==> config.mk <==
export PLATFORM = sky130hd
export DESIGN_NAME = pipe_stage_skid
export DESIGN_NICKNAME = d
export VERILOG_FILES = /design/src/rtl/pipe_pkg.sv /design/src/rtl/pipe_stage_skid_sat_counter.sv /design/src/rtl/pipe_stage_skid.sv
export SDC_FILE = /design/constraint.sdc
export NUM_CORES = 1
export LEC_CHECK = 0
export ABC_AREA = 1
export BUFFER_PORTS_ARGS = -buffer_cell sky130_fd_sc_hd__buf_4
export CELL_PAD_IN_SITES_DETAIL_PLACEMENT = 1
export CELL_PAD_IN_SITES_GLOBAL_PLACEMENT = 1
export CORE_ASPECT_RATIO = 1.1
export CORE_MARGIN = 8
export CORE_UTILIZATION = 44
export DETAILED_ROUTE_END_ITERATION = 10
export PLACE_DENSITY_LB_ADDON = 0.1
export RECOVER_POWER = 25
export SLEW_MARGIN = 15
export SYNTH_ARGS = -nofsm -noshare
export SYNTH_HDL_FRONTEND = slang
export SYNTH_SLANG_ARGS = --single-unit
==> constraint.sdc <==
create_clock -name clk -period 2.7 [get_ports clk]
set_input_delay 0.54 -clock clk [delete_from_list [all_inputs] [get_ports clk]]
set_output_delay 0.54 -clock clk [all_outputs]
set_load 0.01 [all_outputs]
==> src/rtl/pipe_pkg.sv <==
// Shared types and widths for the pipeline inter-stage registers.
// Contents:
//   skid_state_e   - occupancy state of a skid-buffered stage (EMPTY/BUSY/FULL)
//   *_CTRL_W/_W    - per-stage control/data bundle widths
//   occupancy_of() - entry count held in a given state
package pipe_pkg;

   typedef enum logic [1:0] {
      ST_EMPTY = 2'd0,
      ST_BUSY  = 2'd1,
      ST_FULL  = 2'd2
   } skid_state_e;

   localparam int IF_ID_CTRL_W   = 4;
   localparam int IF_ID_DATA_W   = 96;
   localparam int ID_EXE_CTRL_W  = 16;
   localparam int ID_EXE_DATA_W  = 160;
   localparam int EXE_MEM_CTRL_W = 8;
   localparam int EXE_MEM_DATA_W = 104;
   localparam int MEM_WB_CTRL_W  = 4;
   localparam int MEM_WB_DATA_W  = 72;

   function automatic logic [1:0] occupancy_of(input skid_state_e s);
      case (s)
         ST_BUSY: return 2'd1;
         ST_FULL: return 2'd2;
         default: return 2'd0;
      endcase
   endfunction

endpackage

==> src/rtl/pipe_stage_skid_sat_counter.sv <==
// Saturating up-counter without a synchronous clear; only reset zeroes it.
// Ports:
//   clk   - clock, rising edge
//   rst_n - asynchronous reset, active-low
//   en    - count enable; ignored once the counter is all-ones
//   cnt   - current count
module sat_counter #(
   parameter int W = 16
) (
   input  logic         clk,
   input  logic         rst_n,
   input  logic         en,
   output logic [W-1:0] cnt
);

   localparam logic [W-1:0] ONE = {{(W-1){1'b0}}, 1'b1};

   logic [W-1:0] r_cnt;

   // NOTE: state is updated with non-blocking assignments so every flop samples pre-edge values.
   always_ff @(posedge clk or negedge rst_n) begin
      if (!rst_n) begin
         r_cnt <= '0;
      end else if (en && (r_cnt != '1)) begin
         r_cnt <= r_cnt + ONE;
      end
   end

   assign cnt = r_cnt;

endmodule

==> src/rtl/pipe_stage_skid.sv <==
// Inter-stage pipeline register with valid/ready handshake and a 2-entry skid buffer.
// up_ready is decoded from the state register only, so no combinational ready path
// crosses the stage. Control bits are zeroed in any bubble; data bits are kept.
// Ports:
//   clk, rst_n            - clock (rising), asynchronous active-low reset
//   flush_i               - synchronous flush, kills every held entry
//   up_valid/up_ready     - upstream handshake
//   up_ctrl/up_data       - upstream payload
//   dn_valid/dn_ready     - downstream handshake
//   dn_ctrl/dn_data       - head entry payload (dn_ctrl = 0 when empty)
//   occupancy             - entries held (0..2)
//   stall_cnt             - saturating count of cycles with dn_valid & ~dn_ready
module pipe_stage_skid
   import pipe_pkg::*;
#(
   parameter int CTRL_W   = 16,
   parameter int DATA_W   = 160,
   parameter int CLR_DATA = 0,
   parameter int CNT_W    = 16
) (
   input  logic              clk,
   input  logic              rst_n,
   input  logic              flush_i,
   input  logic              up_valid,
   output logic              up_ready,
   input  logic [CTRL_W-1:0] up_ctrl,
   input  logic [DATA_W-1:0] up_data,
   output logic              dn_valid,
   input  logic              dn_ready,
   output logic [CTRL_W-1:0] dn_ctrl,
   output logic [DATA_W-1:0] dn_data,
   output logic [1:0]        occupancy,
   output logic [CNT_W-1:0]  stall_cnt
);

   skid_state_e       r_state;
   skid_state_e       w_state_nxt;
   logic [CTRL_W-1:0] r_head_ctrl;
   logic [DATA_W-1:0] r_head_data;
   logic [CTRL_W-1:0] r_skid_ctrl;
   logic [DATA_W-1:0] r_skid_data;

   logic w_up_fire;
   logic w_dn_fire;
   logic w_head_ld_up;
   logic w_head_ld_skid;
   logic w_head_clr;
   logic w_skid_ld;
   logic w_skid_clr;

   assign up_ready  = (r_state != ST_FULL);
   assign dn_valid  = (r_state != ST_EMPTY);
   assign w_up_fire = up_valid & up_ready;
   assign w_dn_fire = dn_valid & dn_ready;

   // State register.
   always_ff @(posedge clk or negedge rst_n) begin
      if (!rst_n) begin
         r_state <= ST_EMPTY;
      end else begin
         r_state <= w_state_nxt;
      end
   end

   // Next-state logic; flush wins over any handshake in the same cycle.
   // NOTE: every combinational output gets a default first, so no path leaves it unassigned (no latch).
   always_comb begin
      w_state_nxt = r_state;
      if (flush_i) begin
         w_state_nxt = ST_EMPTY;
      end else begin
         case (r_state)
            ST_EMPTY: if (w_up_fire) w_state_nxt = ST_BUSY;
            ST_BUSY: begin
               if (w_up_fire && !w_dn_fire)      w_state_nxt = ST_FULL;
               else if (!w_up_fire && w_dn_fire) w_state_nxt = ST_EMPTY;
            end
            ST_FULL:  if (w_dn_fire) w_state_nxt = ST_BUSY;
            default:  w_state_nxt = ST_EMPTY;
         endcase
      end
   end

   // Payload load/clear strobes decoded from the current state and handshakes.
   always_comb begin
      w_head_ld_up   = 1'b0;
      w_head_ld_skid = 1'b0;
      w_head_clr     = 1'b0;
      w_skid_ld      = 1'b0;
      w_skid_clr     = 1'b0;
      if (!flush_i) begin
         case (r_state)
            ST_EMPTY: w_head_ld_up = w_up_fire;
            ST_BUSY: begin
               w_head_ld_up = w_up_fire & w_dn_fire;
               w_skid_ld    = w_up_fire & ~w_dn_fire;
               w_head_clr   = ~w_up_fire & w_dn_fire;
            end
            ST_FULL: begin
               w_head_ld_skid = w_dn_fire;
               w_skid_clr     = w_dn_fire;
            end
            default: ;
         endcase
      end
   end

   // NOTE: payload registers are reset so a bubble after reset presents ctrl = 0 and a defined data field.
   always_ff @(posedge clk or negedge rst_n) begin
      if (!rst_n) begin
         r_head_ctrl <= '0;
         r_head_data <= '0;
         r_skid_ctrl <= '0;
         r_skid_data <= '0;
      end else if (flush_i) begin
         r_head_ctrl <= '0;
         r_skid_ctrl <= '0;
         if (CLR_DATA != 0) begin
            r_head_data <= '0;
            r_skid_data <= '0;
         end
      end else begin
         if (w_head_ld_up) begin
            r_head_ctrl <= up_ctrl;
            r_head_data <= up_data;
         end else if (w_head_ld_skid) begin
            r_head_ctrl <= r_skid_ctrl;
            r_head_data <= r_skid_data;
         end else if (w_head_clr) begin
            r_head_ctrl <= '0;
         end
         if (w_skid_ld) begin
            r_skid_ctrl <= up_ctrl;
            r_skid_data <= up_data;
         end else if (w_skid_clr) begin
            r_skid_ctrl <= '0;
         end
      end
   end

   // Head ctrl is already cleared when the stage empties; the gate makes the bubble rule explicit.
   assign dn_ctrl   = dn_valid ? r_head_ctrl : '0;
   assign dn_data   = r_head_data;
   assign occupancy = occupancy_of(r_state);

   sat_counter #(.W(CNT_W)) u_stall_cnt (
      .clk   (clk),
      .rst_n (rst_n),
      .en    (dn_valid & ~dn_ready),
      .cnt   (stall_cnt)
   );

endmodule

==> Yosys cells after proc, flatten, opt, wreduce, memory -nomap -nowiden <==
Index checks and enable logic that the tools add are counted.
{ "classes": {"n_reduce_logical": 13, "addsub": 1, "bitwise": 10, "muxes": 25, "n_eq_ne": 7} }
{ "ops": {"columns": ["operator", "count"], "rows": [
  ["$mux W160", 2],
  ["$mux W16", 8],
  ["$add A16 B1 Y16 const B", 1],
  ["$ne A16 B16 Y1 const B", 1],
  ["$mux W2", 5],
  ["$mux W1", 7],
  ["$and A1 B1 Y1", 6],
  ["$ne A3 B3 Y1 const B", 2],
  ["$pmux W2 S3", 1],
  ["$ne A4 B4 Y1 const B", 1],
  ["$not A1 Y1", 4],
  ["$pmux W2 S2", 1],
  ["$reduce_and A2 Y1", 2],
  ["$reduce_bool A2 Y1", 2],
  ["$reduce_bool A4 Y1", 1],
  ["$logic_and A1 B1 Y1", 3],
  ["$reduce_and A3 Y1", 1],
  ["$reduce_bool A3 Y1", 1],
  ["$eq A2 B1 Y1 const B", 1],
  ["$eq A2 B2 Y1 const B", 1],
  ["$logic_not A1 Y1", 2],
  ["$logic_not A2 Y1", 1],
  ["$ne A2 B2 Y1 const B", 1],
  ["$pmux W1 S2", 1]
]} }
{ "word_totals": {"output_inout_bits": 196, "input_bits": 181, "wordCells": 62, "regBits": 370} }

==> Logic depth before layout (Yosys ltp) <==
Gate-level depths: netlist (run 1).
{ "depth": {"depth_word": 10, "depth_mapped": 10, "mapped_depth_nobuf": 8} }

==> Modules after synthesis <==
Synthesis (run 1) repeated with hierarchy kept, for this count alone.
{ "hier_totals": {"hier_cells": 1949, "hier_area_um2": 15969.1} }
{ "modules_own_cells": {"columns": ["mod", "area_per_inst_um2", "n_inst", "cells_each"], "rows": [
  ["pipe_stage_skid", 14938.1, 1, 1802],
  ["sat_counter", 1031.0, 1, 147]
]} }

==> Worst setup path after synthesis (run 1) <==
OpenSTA, ideal clock, no wires.
{ "synth_path": {"kind": "register -> register", "start": "register u_stall_cnt.r_cnt[0] (netlist: u_stall_cnt.cnt[0])", "end": "register u_stall_cnt.r_cnt[7] (netlist: u_stall_cnt.cnt[7])", "period_less_slack_ps": 1654, "path_stages_with_launch": 10, "n_path_buf": 1, "required_ps": 2579, "t_arrival_ps": 1533, "setup_slack_ps": 1046, "cell_sequence": "dfrtp_1 > ha_1 > nand3_1 > inv_1 > nand3_1 > nand2_1 > nand2_1 > buf_2 > nand2_1 > o21ai_1"} }
{ "synth_via": {"elab_chain_cells": 2} }
{ "synth_lines": {"columns": ["item", "line_no", "text"], "rows": [
  ["start, declared", "pipe_stage_skid_sat_counter.sv:18", "logic [W-1:0] r_cnt;"],
  ["start signal, assigned", "pipe_stage_skid_sat_counter.sv:25", "r_cnt <= r_cnt + ONE;"],
  ["parallel branches: the longest is 2 deep, another holds $add A16 B1 Y16", null, null]
]} }
Parallel ways; which one is timed is not known.
A chain may end at the register's enable or synchronous reset.

==> Final worst setup path (run 1) <==
{ "layout_path": {"start": "register r_state[1]", "end": "output port dn_ctrl[7]"} }
{ "layout_via": {"elab_chain_cells": 2} }
{ "layout_lines": {"columns": ["item", "line_no", "text"], "rows": [
  ["start, declared", "pipe_stage_skid.sv:36", "skid_state_e r_state;"],
  ["start signal, assigned", "pipe_stage_skid.sv:61", "r_state <= w_state_nxt;"],
  ["$reduce_bool A2 Y1", "pipe_stage_skid.sv:52", "assign dn_valid = (r_state != ST_EMPTY);"],
  ["$mux W16", "pipe_stage_skid.sv:142", "assign dn_ctrl = dn_valid ? r_head_ctrl : '0;"],
  ["end, declared", "pipe_stage_skid.sv:30", "output logic [CTRL_W-1:0] dn_ctrl,"]
]} }
No other way between the ends.

==> flow_summary.ini, run 1 <==
[run_status]
status = completed

[critical_path]
r2r_slack_ns = 0.56
max_stage_delay_ns = 0.42
path_cells = nor2_2 > buf_4 > nor2_1 > buf_4
r2r-end = dn_data[113]
reg2regPathDepth = 9
crit_required_ns = 2.16
arrival_ns = 1.77
worst_path_most_repeated_cell = buf_4
cp-startpoint = r_state[1]
end_kind = output pin
slowest_stage = dfrtp_1
worstSetupPathType = register to output pin
r2r_start = r_state[0]
cp_max_fo = 14
crit_path_start_kind = register

[grt]
grt_start_max_net_pins = 131
grt-ovfl-total = 0
grt_pass1_vias = 14779
antenna_found_initial = 7
track_usage_pct = 23.84
grt_first_pass_wirelength_um = 81810

[routing]
wl_per_cell_um = 19.56
vias = 13387
totalWireLength_um = 50690
ant_nets = 0
drtIter0Drc = 681
drt_pass1_iterations = 4
drc = 0
viasPerCell = 5.167

[synth]
synth.area.top_cells = dfrtp_1 58%, nand2_1 13%, inv_1 5.3%
synthSimpleGateAreaFrac_pct = 15.53
yosysTopAreaCell = dfrtp_1
syn_area_um2 = 15880
yosys_warnings = 0
avgSynthCellArea_um2 = 9.246
synth_top_family_by_area = compound AO/OA/AOI/OAI gates
synthMuxAreaShare_pct = 0
yosys.area.top_type_share_pct = 58.29
netlist_instances = 1718
synth-compound-area-share_pct = 16.73
synth_cell_type_count = 28
synthXorXnorAreaFrac_pct = 0.4411
synth-seq-area-share_pct = 58.29
syn-num-nets = 1900
synth_fa_ha_area_share_pct = 0.07877
synth-seq-cells = 370

[sta]
min_period_over_period_pct = 85.38
relSlewSlack_pct = 11.22
finalSetupTns_ns = 0
finalSetupViolations = 0
max_slew.worst_pin.slew_ns = 1.332
max_freq_mhz = 433.8
fin_crit_ns = 2.305
finClkSkew_ns = 0.008920
grt_setup_unrepaired = no
maxSlewViolCount = 0
finalHoldViolCount = 0

[hold_path]
worstHoldEndpoint = r_state[1]
hold_class = primary input to register
hold_path_depth = 2
min_from = flush_i

[layout]
nets = 2254
layout_common_cells = 539 x nand2_1, 393 x buf_4, 370 x dfrtp_1, 223 x inv_1, 159 x o21ai_0
synthToLayoutAreaGrowth_pct = 28.63
layout_commonest_cell = nand2_1
final_cell_area_um2 = 20430
drive_above_1_share_pct = 25.95
final_cells = 2591

[pwr]
leakage_nw = 10.40
switching_share_pct = 29.11
p_sw_mw = 4.724
p_int_mw = 11.50
clockPowerShare_pct = 33.9
power_frac_seq_pct = 46.3
finalPower_mw = 16.22
power_density_nw_per_um2 = 794.1
vdd_ir_drop_max_mv = 0.5360
p_comb_share_pct = 19.9

[clock_tree]
clkSlewWorstSetupHoldPaths_ns = 0.06
root_buffer = clkbuf_16
cts_setup_buffers = 0
cts_made_buffers = 41
cts_resized = 0
clk_latency_ns = 0.53
cts_tree = yes
clkSinkCount = 370
h-tree-depth = 2
clockBufferDepth = 3

[floorplanning]
core-area_um2 = 35900
initial_utilization_pct = 44.25
die_w_um = 197.2
rows = 73
die_area_um2 = 42440
ios = 377
die_h_um = 215.3

[placed_design]
dp.cells = 2515
gp_congestion = 0.8086
placed_area_um2 = 19170
dpl.hpwl_um = 35110
port_buffers = 376

[flow_run]
drv_cap = 0
==> worst max-delay path: cells and delay by family (launching register included) <==
kind | cells | cell delay [ns]
buffers and inverters | 2 | 0.43
flip-flops | 1 | 0.42
AND/OR/NAND/NOR | 2 | 0.38
==> cell usage after synthesis <==
cell type	n
nand2_1	539
dfrtp_1	370
inv_1	223
o21ai_0	159
o211ai_1	94
o211ai_2	66
nor2_1	56
buf_2	39
clkbuf_1	31
nand3_1	26
o21ai_1	24
a21oi_1	17
o22ai_1	16
buf_4	14
buf_6	13
xor2_1	7
inv_2	5
nor2_2	5
nand4_1	4
nand2_2	2
ha_1	1
nand3_2	1
nand4_2	1
nor2_4	1
o21ai_2	1
o221ai_1	1
o31ai_1	1
xnor2_1	1
==> sequential cells by signal, summed over array words and instances, names as in the netlist <==
| name | cells |
|---|---|
| dn_data | 160 |
| r_skid_data | 160 |
| r_head_ctrl | 16 |
| r_skid_ctrl | 16 |
| u_stall_cnt.cnt | 16 |
| r_state | 2 |
==> area by class of cell <==
| type | instances | area, um^2 |
|---|---|---|
| flip-flops and latches | 370 | 9259 |
| inverters | 228 | 860.8 |
| multi-input cells | 1023 | 5229 |
| repair buffers | 408 | 3159 |
| clock inverters | 5 | 75.07 |
| clock buffers | 66 | 1230 |
| diodes | 4 | 10.01 |
| well taps | 487 | 609.3 |
| fillers | 4228 | 15460 |
==> how the worst max path moves through the flow <==
stage	end	slack [ns]
after CTS	dn_ctrl[7]	0.34
after floorplan	u_stall_cnt.cnt[7]	1.05
final	dn_ctrl[7]	0.39
after global routing	r_skid_data[44]	0.15
after detailed placement	dn_data[113]	0.36
after global placement	dn_data[13]	0.45
==> layer usage <==
metal / GRT usage (%) / part of all wire [%]
met2: 40.56 / 50
met5: 0 / 0.073
met4: 8.281 / 2.8
met1: 29.07 / 41
met3: 5.955 / 6.0
==> power groups by stage <==
| stage | Clock (mW) | Sequential (mW) | Combinational (mW) |
|---|---|---|---|
| after global routing | 5.84 | 7.64 | 3.61 |
| after floorplan | 0 | 7.60 | 1.41 |
| after CTS | 5.63 | 7.51 | 3.32 |
| after detailed placement | 0 | 7.57 | 3.28 |
| after global placement | 0 | 7.52 | 3.11 |
| final | 5.49 | 7.51 | 3.22 |
==> through the flow <==
step	utilization (%)	hold slack, ns	worst slack (ns)
floorplan	-	0.2444	1.046
global placement	53.41	0.4655	0.4512
detailed placement	53.41	0.4739	0.3589
CTS	57.07	0.1942	0.3407
global route	56.92	0.2089	0.1509
finish	56.92	0.2140	0.3948
==> cell families (layout without fill, tap and decap cells) <==
| logic type | Yosys count | after routing |
|---|---|---|
| buffers and inverters | 325 | 707 |
| flip-flops | 370 | 370 |
| adder cells (fa/ha/maj) | 1 | 1 |
| XOR/XNOR | 8 | 8 |
| other | 0 | 4 |
| AND/OR/NAND/NOR | 635 | 635 |
| AO/OA/AOI/OAI | 379 | 379 |
==> timing repair <==
| item | 4_1_cts | 5_1_grt |
|---|---|---|
| hold endpoints to repair | 28 | 0 |
| hold buffers | 1 | 0 |
| endpoints found under the setup margin | 0 | 0 |
Note: power is estimated with default switching activity, not from simulation.
==> run 2: changes to the inputs <==
--- a/config.mk
+++ b/config.mk
@@ -9,12 +9,11 @@
 export BUFFER_PORTS_ARGS = -buffer_cell sky130_fd_sc_hd__buf_4
 export CELL_PAD_IN_SITES_DETAIL_PLACEMENT = 1
 export CELL_PAD_IN_SITES_GLOBAL_PLACEMENT = 1
-export CORE_ASPECT_RATIO = 1.1
+export CORE_ASPECT_RATIO = 0.8
 export CORE_MARGIN = 8
 export CORE_UTILIZATION = 44
 export DETAILED_ROUTE_END_ITERATION = 10
 export PLACE_DENSITY_LB_ADDON = 0.1
-export RECOVER_POWER = 25
 export SLEW_MARGIN = 15
 export SYNTH_ARGS = -nofsm -noshare
 export SYNTH_HDL_FRONTEND = slang
==> run 2 against run 1 <==
  * Die area about the same
  * Via count about the same
  * Clock skew up 0.0050 ns
  * First-iteration DRC count up 44%
  * Utilization up 0.63 points
  * Setup slack better by 0.096 ns
  * Critical endpoint is now dn_data[92]
==> flow_summary.ini, run 2 (synthesis results as in run 1) <==
[critical_path]
path_delay_family = buffers and inverters
crit_path_start_kind = register
cp_max_fo = 68
reg2regPathDepth = 9
max_stage_delay_ns = 0.43
endpoint = dn_data[92]
worstSetupPathType = register to register
arrival_ns = 2.63
r2r-end = dn_data[92]
cp_num_buf_inv = 3
end_kind = register
r2r_start = r_state[0]
path_cells = inv_2 > nor2_2 > nor2_2 > nand2_8 > nand2_1 > inv_4 > buf_12 > nand2_1 > o211ai_1
crit_required_ns = 3.12
r2r_slack_ns = 0.49
cp-startpoint = r_state[0]
cp.depth = 9
slowest_stage = dfrtp_1

[grt]
grt_start_max_net_pins = 148
grt_first_pass_wirelength_um = 82480
grt-ovfl-total = 0
antenna_found_initial = 2
grt_pass1_vias = 14938
track_usage_pct = 24.01

[routing]
wl_per_cell_um = 20.19
totalWireLength_um = 51940
vias = 13394
drt_pass1_iterations = 5
drc = 0
drtIter0Drc = 984
viasPerCell = 5.206
ant_nets = 0

[sta]
grt_setup_unrepaired = no
finalSetupTns_ns = 0
hold_ws_ns = 0.2181
max_freq_mhz = 452.6
min_period_over_period_pct = 81.83
relSlewSlack_pct = 52.50
max_slew.worst_pin.slew_ns = 0.7104
finalHoldViolCount = 0
finClkSkew_ns = 0.01392
finalSetupViolations = 0
maxSlewViolCount = 0
fin_crit_ns = 2.210

[layout]
final_cells = 2573
fill_cells = 4064
layout_commonest_cell = nand2_1
fin_util_pct = 57.55
synthToLayoutAreaGrowth_pct = 29.56
nets = 2248
drive_above_1_share_pct = 26.24
layout_common_cells = 539 x nand2_1, 386 x buf_4, 370 x dfrtp_1, 223 x inv_1, 159 x o21ai_0

[clock_tree]
h-tree-depth = 2
root_buffer = clkbuf_16
clk_latency_ns = 0.52
cts_tree = yes
clockBufferDepth = 3
clkSinkCount = 370
cts_made_buffers = 40
clkSlewWorstSetupHoldPaths_ns = 0.06
cts_setup_buffers = 0

[placed_design]
dp.cells = 2503
dpl.hpwl_um = 35810
gp_congestion = 0.7893
port_buffers = 376

[floorplanning]
die_w_um = 228.4
die_h_um = 185.9
die_area_um2 = 42470
core-area_um2 = 35760
ios = 377
rows = 62
initial_utilization_pct = 44.42

[pwr]
power_density_nw_per_um2 = 812.1
leakage_nw = 10.48
vdd_ir_drop_max_mv = 0.5967

[run_status]
status = completed

[hold_path]
hold_class = primary input to register
hold_path_depth = 2

[flow_run]
drv_cap = 0
## run 2: repair_timing
item,CTS,global route
hold endpoints to repair,48,0
hold buffers,1,0
gates resized for setup,0,0
endpoints found under the setup margin,0,0
## run 2: power by group
group | leakage [nW] | switching, mW | internal, mW
combinational | 5.13 | 1.77 | 1.49
clock | 0.697 | 2.25 | 3.65
sequential | 4.65 | 0.816 | 6.73
## run 2: area by class of cell
type                    count  area (um^2)  share of cell area [%]
clock buffers              52         1147                   5.575
inverters                 228        860.8                   4.183
flip-flops and latches    370         9259                   44.99
well taps                 480        600.6                   2.918
repair buffers            403         3223                   15.66
multi-input cells        1023         5229                   25.41
clock inverters            16        257.7                   1.252
diodes                      1        2.502                 0.01216
## run 2: metal layers
metal  GRT usage (%)  up-vias  share of wire [%]
met5               0        -              0.058
li1                -     6194                  -
met3           4.722      100                5.0
met2           41.40      363                 50
met1           30.22     6733                 42
met4           8.175        4                3.1
## run 2: through the flow
| step | total power, mW | worst slack [ns] | instance area [um^2] |
|---|---|---|---|
| after floorplan | 9.015 | 1.046 | 15880 |
| after global placement | 10.66 | 0.3867 | 19160 |
| after detailed placement | 10.91 | 0.2904 | 19160 |
| after CTS | 16.90 | 0.4671 | 20580 |
| after global routing | 17.55 | 0.3519 | 20580 |
| final | 16.71 | 0.4905 | 20580 |
## run 2: how the worst min path moves through the flow
stage	endpoint	from	slack [ns]
CTS	r_state[1]	flush_i	0.19
detailed placement	r_skid_data[54]	r_skid_data[54]	0.47
floorplan	dn_data[0]	rst_n	0.24
global route	r_state[1]	flush_i	0.21
global placement	r_skid_data[46]	r_skid_data[46]	0.47
finish	r_state[1]	flush_i	0.22
